File: config.mk
export PLATFORM = sky130hd
export DESIGN_NAME = sensor_scan_ctrl_flat
export DESIGN_NICKNAME = d
export VERILOG_FILES = /design/src/rtl/sensor_scan_pkg.sv /design/src/rtl/sensor_scan_ctrl_if.sv /design/src/rtl/scan_debounce_bit.sv /design/src/rtl/sensor_scan_ctrl.sv /design/src/flat_wrapper.sv
export SDC_FILE = /design/constraint.sdc
export NUM_CORES = 1
export LEC_CHECK = 0
export ABC_CLOCK_PERIOD_IN_PS = 2400
export CORE_MARGIN = 10
export CORE_UTILIZATION = 59
export DETAILED_ROUTE_END_ITERATION = 10
export GPL_ROUTABILITY_DRIVEN = 0
export GPL_TIMING_DRIVEN = 0
export PLACE_DENSITY = 0.89
export SLEW_MARGIN = 30
export SYNTH_ARGS = -nofsm -noshare
export SYNTH_HDL_FRONTEND = slang
export SYNTH_HIERARCHICAL = 1
export SYNTH_SLANG_ARGS = --single-unit
export TNS_END_PERCENT = 20
File: constraint.sdc
create_clock -name clk -period 2.4 [get_ports clk]
set_clock_uncertainty 0.2 [all_clocks]
set_input_delay 0.36 -clock clk [delete_from_list [all_inputs] [get_ports clk]]
set_output_delay 0.36 -clock clk [all_outputs]
set_load 0.01 [all_outputs]
File: src/rtl/sensor_scan_pkg.sv
// rtl/sensor_scan_pkg.sv - shared constants and state encoding for the sensor scan controller
package sensor_scan_pkg;
  localparam int NUM_CH = 4;
  localparam int SEL_W  = 2;

  typedef logic [1:0] state_t;
  localparam state_t ST_IDLE   = 2'd0;
  localparam state_t ST_SETTLE = 2'd1;
  localparam state_t ST_SAMPLE = 2'd2;
  localparam state_t ST_NEXT   = 2'd3;
endpackage

File: src/rtl/sensor_scan_ctrl_if.sv
// rtl/sensor_scan_ctrl_if.sv - mux control and debounced level bundle of the sensor scan controller
interface sensor_scan_ctrl_if;
  import sensor_scan_pkg::*;

  logic              enable;
  logic              mux_out;
  logic [SEL_W-1:0]  sel;
  logic [NUM_CH-1:0] levels;
  logic              valid;
  logic              changed;
  logic              scan_done;

  modport master (input enable, mux_out, output sel, levels, valid, changed, scan_done);
  modport slave  (output enable, mux_out, input sel, levels, valid, changed, scan_done);
endinterface

File: src/rtl/scan_debounce_bit.sv
// rtl/scan_debounce_bit.sv - per-channel debounce: level flips after DEBOUNCE_COUNT differing samples
module scan_debounce_bit #(
  parameter int DEBOUNCE_COUNT = 3
) (
  input  logic clk,
  input  logic rst_n,
  input  logic sample_en,
  input  logic first_scan,
  input  logic din,
  output logic level,
  output logic flip
);
  localparam int CW = $clog2(DEBOUNCE_COUNT + 1);
  localparam logic [CW-1:0] CNT_LAST = CW'(DEBOUNCE_COUNT - 1);

  logic [CW-1:0] cnt;

  always_ff @(posedge clk or negedge rst_n) begin
    if (!rst_n) begin
      cnt   <= '0;
      level <= 1'b0;
      flip  <= 1'b0;
    end else begin
      flip <= 1'b0;
      if (sample_en) begin
        // first scan loads directly; flip only reports a bit that actually rose from reset
        if (first_scan) begin
          level <= din;
          cnt   <= '0;
          flip  <= din ^ level;
        end else if (din == level) begin
          cnt <= '0;
        end else if (cnt == CNT_LAST) begin
          level <= din;
          cnt   <= '0;
          flip  <= 1'b1;
        end else begin
          cnt <= cnt + 1'b1;
        end
      end
    end
  end
endmodule

File: src/rtl/sensor_scan_ctrl.sv
// rtl/sensor_scan_ctrl.sv - round-robin 4:1 sensor mux scanner with settle time and per-channel debounce
module sensor_scan_ctrl
  import sensor_scan_pkg::*;
#(
  parameter int SETTLE_CYCLES  = 4,
  parameter int DEBOUNCE_COUNT = 3
) (
  input logic                clk,
  input logic                rst_n,
  sensor_scan_ctrl_if.master bus
);
  localparam int SW = $clog2(SETTLE_CYCLES + 1);
  localparam logic [SW-1:0]    SETTLE_LAST = SW'(SETTLE_CYCLES - 1);
  localparam logic [SEL_W-1:0] CH_LAST     = SEL_W'(NUM_CH - 1);

  state_t            state, state_nxt;
  logic [SW-1:0]     scnt;
  logic [SEL_W-1:0]  sel;
  logic              valid;
  logic              sampling;
  logic              scan_done;
  logic [NUM_CH-1:0] levels;
  logic [NUM_CH-1:0] flips;

  always_ff @(posedge clk or negedge rst_n) begin
    if (!rst_n) state <= ST_IDLE;
    else        state <= state_nxt;
  end

  always_comb begin
    state_nxt = state;
    case (state)
      ST_IDLE:   if (bus.enable) state_nxt = ST_SETTLE;
      ST_SETTLE: if (scnt == SETTLE_LAST) state_nxt = ST_SAMPLE;
      ST_SAMPLE: state_nxt = ST_NEXT;
      ST_NEXT:   state_nxt = bus.enable ? ST_SETTLE : ST_IDLE;
      default:   state_nxt = ST_IDLE;
    endcase
  end

  always_comb begin
    sampling  = (state == ST_SAMPLE);
    scan_done = (state == ST_NEXT) && (sel == CH_LAST);
  end

  // scnt is zero whenever SETTLE is entered, so no explicit load on entry
  always_ff @(posedge clk or negedge rst_n) begin
    if (!rst_n) begin
      scnt  <= '0;
      sel   <= '0;
      valid <= 1'b0;
    end else begin
      scnt <= (state == ST_SETTLE) ? scnt + 1'b1 : '0;
      if (state == ST_NEXT) sel <= sel + 1'b1;
      if (sampling && sel == CH_LAST) valid <= 1'b1;
    end
  end

  for (genvar i = 0; i < NUM_CH; i++) begin : g_ch
    scan_debounce_bit #(.DEBOUNCE_COUNT(DEBOUNCE_COUNT)) u_bit (
      .clk        (clk),
      .rst_n      (rst_n),
      .sample_en  (sampling && sel == SEL_W'(i)),
      .first_scan (!valid),
      .din        (bus.mux_out),
      .level      (levels[i]),
      .flip       (flips[i])
    );
  end

  assign bus.sel       = sel;
  assign bus.levels    = levels;
  assign bus.valid     = valid;
  assign bus.changed   = |flips;
  assign bus.scan_done = scan_done;
endmodule

File: src/flat_wrapper.sv
// flat-port wrapper written by rule: the top's interface ports become plain ports
module sensor_scan_ctrl_flat import sensor_scan_pkg::*;
#(
  parameter int SETTLE_CYCLES  = 4,
  parameter int DEBOUNCE_COUNT = 3
)
  (clk, rst_n, bus_enable, bus_mux_out, bus_sel, bus_levels, bus_valid, bus_changed, bus_scan_done);
  sensor_scan_ctrl_if bus_i ();
  input logic clk;
  input logic rst_n;
  input wire logic [$bits(bus_i.enable)-1:0] bus_enable;
  input wire logic [$bits(bus_i.mux_out)-1:0] bus_mux_out;
  output wire logic [$bits(bus_i.sel)-1:0] bus_sel;
  output wire logic [$bits(bus_i.levels)-1:0] bus_levels;
  output wire logic [$bits(bus_i.valid)-1:0] bus_valid;
  output wire logic [$bits(bus_i.changed)-1:0] bus_changed;
  output wire logic [$bits(bus_i.scan_done)-1:0] bus_scan_done;
  assign bus_i.enable = bus_enable;
  assign bus_i.mux_out = bus_mux_out;
  assign bus_sel = bus_i.sel;
  assign bus_levels = bus_i.levels;
  assign bus_valid = bus_i.valid;
  assign bus_changed = bus_i.changed;
  assign bus_scan_done = bus_i.scan_done;
  sensor_scan_ctrl #(.SETTLE_CYCLES(SETTLE_CYCLES), .DEBOUNCE_COUNT(DEBOUNCE_COUNT)) u_core (.clk(clk), .rst_n(rst_n), .bus(bus_i));
endmodule
# Word level (Yosys, flattened, before mapping)
# Cells that the tools add are included.
dict set report op_classes {
  addsub 6
  n_eq_ne 25
  n_mux 45
  bitwise 4
  reduce_logical 13
}
# operator count
set op_table {}
lappend op_table {{$mux 1} 29}
lappend op_table {{$mux 2} 14}
lappend op_table {{$ne 2x2->1 const B} 9}
lappend op_table {{$eq 2x2->1 const B} 8}
lappend op_table {{$reduce_and 3->1} 4}
lappend op_table {{$add 2x1->2 const B} 5}
lappend op_table {{$pmux 2 s4} 1}
lappend op_table {{$logic_and 1x1->1} 5}
lappend op_table {{$eq 1x1->1} 4}
lappend op_table {{$eq 2x1->1 const B} 2}
lappend op_table {{$logic_not 2->1} 2}
lappend op_table {{$reduce_or 4->1} 1}
lappend op_table {{$xor 1x1->1} 4}
lappend op_table {{$add 3x1->3 const B} 1}
lappend op_table {{$eq 3x2->1 const B} 1}
lappend op_table {{$mux 3} 1}
lappend op_table {{$ne 2x1->1 const B} 1}
lappend op_table {{$reduce_and 2->1} 1}
dict set report totals {
  register_bits 24
  input_bits 4
  out_inout_bits 9
  wordCells 109
}

# Logic depth before layout (Yosys ltp)
# Gate-level depths: netlist of run 1.
dict set report depth {
  word_depth 5
  mapped_depth 5
  ltp_nobuf 5
}

# By module
# Netlist of run 1, hierarchy kept.
# mod n_inst cells_each area_each_um2 seq_area_each_um2
set by_module_without_submodules {}
lappend by_module_without_submodules {scan_debounce_bit 4 15 188.9 100.1}
lappend by_module_without_submodules {sensor_scan_ctrl 1 47 505.5 200.2}

# Least setup slack after synthesis of run 1
# Ideal clock, no wire load.
dict set report synth_timing {
  path_type {register -> register}
  from {reg u_core.scnt[0]}
  to {reg u_core.state[1]}
  setup_ns 0.125
  t_arrival_ns 1.287
  path_slack_ns 0.788
  path_stages_with_launch 6
  path_buffers 0
  synth_period_minus_slack_ns 1.612
  cell_sequence {dfrtp_1 > ha_1 > ha_1 > and2b_4 > a21oi_2 > mux2_4}
}
dict set report synth_via {
  elab_chain_cells 3
}
# item line_no
set synth_lines {}
lappend synth_lines {{from (decl)} sensor_scan_ctrl.sv:17} ;# logic [SW-1:0] scnt;
lappend synth_lines {{from (signal assigned)} sensor_scan_ctrl.sv:53} ;# scnt <= (state == ST_SETTLE) ? scnt + 1'b1 : '0;
lappend synth_lines {{$eq 3x2->1} sensor_scan_ctrl.sv:34} ;# ST_SETTLE: if (scnt == SETTLE_LAST) state_nxt = ST_SAMPLE;
lappend synth_lines {{$ne 2x1->1 (no source line)} n/a}
lappend synth_lines {{$reduce_and 2->1 (no source line)} n/a}
lappend synth_lines {{to (signal assigned)} sensor_scan_ctrl.sv:27} ;# else state <= state_nxt;
lappend synth_lines {{to (decl)} sensor_scan_ctrl.sv:16} ;# state_t state, state_nxt;
# Every way passes these cells.
# A chain may end at the register's enable or synchronous reset.

# Worst setup path in the final report of run 1
dict set report layout_timing {
  from {reg u_core.state[0]}
  to {out bus_scan_done}
}
dict set report layout_via {
  elab_chain_cells 2
}
# item line_no
set layout_lines {}
lappend layout_lines {{$eq 2x2->1} sensor_scan_ctrl.sv:43} ;# scan_done = (state == ST_NEXT) && (sel == CH_LAST);
lappend layout_lines {{$logic_and 1x1->1} sensor_scan_ctrl.sv:43}
lappend layout_lines {{to (decl)} flat_wrapper.sv:17} ;# output wire logic [$bits(bus_i.scan_done)-1:0] bus_scan_done;
# Every way passes these cells.

==> flow_summary.toml, run 1 <==
[critical_path]
path_max_fanout = 6
critPathCaptureType = "output port"
cpMaxStageDelayCell = "clkdlybuf4s50_1"
r2r-end = "u_core/g_ch[3].u_bit/level$_DFFE_PN0P_"
critPathMaxStageDelay_ns = 0.53
crit_chain = "ha_1 -> and2_1 -> clkdlybuf4s50_1"
r2r_cells = 5
rrSetupSlack_ns = 0.68
startpoint = "u_core/state[0]$_DFFE_PN0P_"
crit_end = "bus_scan_done"
startpoint_type = "register"
cp.arrival_ns = 1.73
cp.required_ns = 1.84
crit_type = "register to output port"
worstReg2RegStart = "u_core/state[0]$_DFFE_PN0P_"

[global_routing]
busiest_layer = "met2"
grtUsageMet3 = 0.0356
gr-total-overflow = 0
grt_use_total = 0.100
gr-usage-met1 = 0.118
antenna_found_initial = 0
grt_pass1_wl_um = 3570
grt_start_max_net_pins = 25
first_global_vias = 817
grtUsageMet2 = 0.166

[clock_network]
htree_levels = 1
clk_path_buf_depth = 2
clockRootBuffer = "clkbuf_4"
cts_sinks = 24
cts_tree = "done"
clkTransAtPathRegs_ns = 0.13
insertion_delay_ns = 0.31
cts_buffers = 3

[die]
rows = 16
fp.coreArea_um2 = 2000
die_h_um = 66.2
start_util = 0.630
pin_count = 13
dieArea_um2 = 4390
die_w_um = 66.2

[pwr]
peakVddDrop_mv = 0.763
p_per_area_nw_per_um2 = 1230
power.leakage_nw = 0.778
total_power_w = 0.00181

[synth]
postSynthCellCount = 107
ys_warn_count = 6
synth_seq_cells = 24
syn_nets = 121
synth_top_cell_by_area = "dfrtp_1"
synth_area_um2 = 1260
yosysSeqAreaShare = 0.476
yosys-top-cells-area = "dfrtp_1 48%, ha_1 9.9%, mux2_4 6.0%, inv_1 4.8%, nor2b_4 4.4%"
synth.distinct_cells = 23
synth_top_area_share = 0.476
syn_area_per_cell_um2 = 11.8

[layout]
syn_to_final_growth_pct = 16.8
layout.cells.non_filler = 151
drive_gt1_frac = 0.169
antenna_cells = 0
layout_common_cells = "24 x dfrtp_1, 16 x inv_1, 11 x clkdlybuf4s50_1, 10 x ha_1, 6 x and2_1"
nets = 139
final_common_cell = "dfrtp_1"
fill_cells = 146
finish.utilization = 0.736

[worst_hold_path]
hold_path.class = "register to register"

[drt]
via_per_inst = 5.24
vias = 791
wl_per_cell_um = 13.9
drc = 0
drt_first_iter_violations = 53
first_pass_iters = 4
drt.antenna.violating_nets = 0
routed_wl_um = 2100

[timing]
slew_headroom = 0.643
period_needed_ns = 2.29
setup_ws_ns = 0.114
period_share = 0.953
drv_slew = 0
fin_setup_tns_ns = 0
fmax_mhz = 437
finalHoldViolations = 0
rsz0062_at_grt = "false"
worst_pin_slew_ns = 0.535
setup_viol = 0

[outcome]
status = "complete, no violations"

[place]
pre_cts_ws_ns = 0.455
placed_cells = 146
port_buffers = 12
dp_hpwl_um = 1540

[run]
maxCapViolCount = 0
==> where the power goes <==
| part | internal, W | switching (W) | total, W |
|---|---|---|---|
| clock network | 0.000169 | 0.000119 | 0.000288 |
| logic | 0.000437 | 0.000387 | 0.000823 |
| registers | 0.000555 | 0.000142 | 0.000697 |
| total | 0.00116 | 0.000648 | 0.00181 |
==> critical path: cells and delay by family, from the launching register on <==
kind,cells,cell delay [ns]
adder cells (fa/ha/maj),1,0.28
flip-flops,1,0.47
AND/OR/NAND/NOR,1,0.15
buffers and inverters,1,0.53
==> cell families after synthesis <==
group,count (synthesis),synth area share
AND/OR/NAND/NOR,26,0.141
flip-flops,24,0.476
multiplexers,9,0.0913
adder cells (fa/ha/maj),10,0.0992
buffers and inverters,16,0.0476
XOR/XNOR,5,0.0347
AO/OA/AOI/OAI,17,0.110
==> worst min path at each step <==
| stage | cells after the start | slack [ns] | end | startpoint |
|---|---|---|---|---|
| final | 1 | 0.25 | u_core/scnt[0]$_DFF_PN0_ | u_core/scnt[0]$_DFF_PN0_ |
| after global routing | 1 | 0.27 | u_core/scnt[0]$_DFF_PN0_ | u_core/scnt[0]$_DFF_PN0_ |
| after CTS | 1 | 0.25 | u_core/scnt[0]$_DFF_PN0_ | u_core/scnt[0]$_DFF_PN0_ |
| after detailed placement | 1 | 0.18 | u_core/g_ch[1].u_bit/level$_DFFE_PN0P_ | rst_n |
| after global placement | 1 | 0.22 | u_core/scnt[0]$_DFF_PN0_ | u_core/scnt[0]$_DFF_PN0_ |
| after floorplan | 0 | -0.14 | u_core/bus.sel[0]$_DFFE_PN0N_ | rst_n |
==> per-layer routing <==
| layer | wire length [um] | vias up |
|---|---|---|
| li1 | - | 392 |
| met1 | 942 | 386 |
| met2 | 989 | 11 |
| met3 | 149 | 2 |
| met4 | 19 | 0 |
| met5 | 0 | - |
==> final cells by class <==
class	count	area [um2]	share of cell area
sequential	24	601	0.408
multi-input combinational	67	601	0.408
timing repair buffer	13	125	0.0850
inverter	16	60.1	0.0408
tap	27	33.8	0.0229
clock inverter	1	30.0	0.0204
clock buffer	3	22.5	0.0153
==> cells in the mapped netlist, drive strengths merged <==
cell type   n
o211a       4
a21oi       1
o21ai       6
dfrtp      24
and2b       1
nor4        1
xor2        5
and2        6
ha         10
or4         1
nand2       2
nor2b       6
nand3       4
o22ai       4
or2         1
inv        16
mux2        5
o21a        1
nor2        4
a211o       1
mux2i       4
==> flip-flops by register name, summed over array words and instances, names as in the netlist <==
signal and flops:
u_core/state 2, u_core/scnt 3, u_core/g_ch.u_bit/level 4, u_core/g_ch.u_bit/cnt 8, u_core/bus.sel 2, u_core/bus.valid 1
u_core/g_ch.u_bit/flip 4
==> timing repair <==
| action | 4_1_cts | 5_1_grt |
|---|---|---|
| gates resized for setup | 0 | 0 |
| buffers inserted | 0 | 0 |
| hold buffers | 1 | 0 |
| endpoints found under the hold margin | 24 | 0 |
==> metrics by stage <==
step / area (um2) / hold slack (ns)
after floorplan: 1260 / -0.136
after global routing: 1470 / 0.275
after CTS: 1470 / 0.252
final: 1470 / 0.249
after global placement: 1420 / 0.221
after detailed placement: 1410 / 0.176
(Power assumes the default switching activity.)
==> run 2, diff against run 1 <==
- CTS_CLUSTER_SIZE: not set -> 16
==> results of run 2 <==
Same layout as run 1: the final DEF is identical, and so are final timing and power.
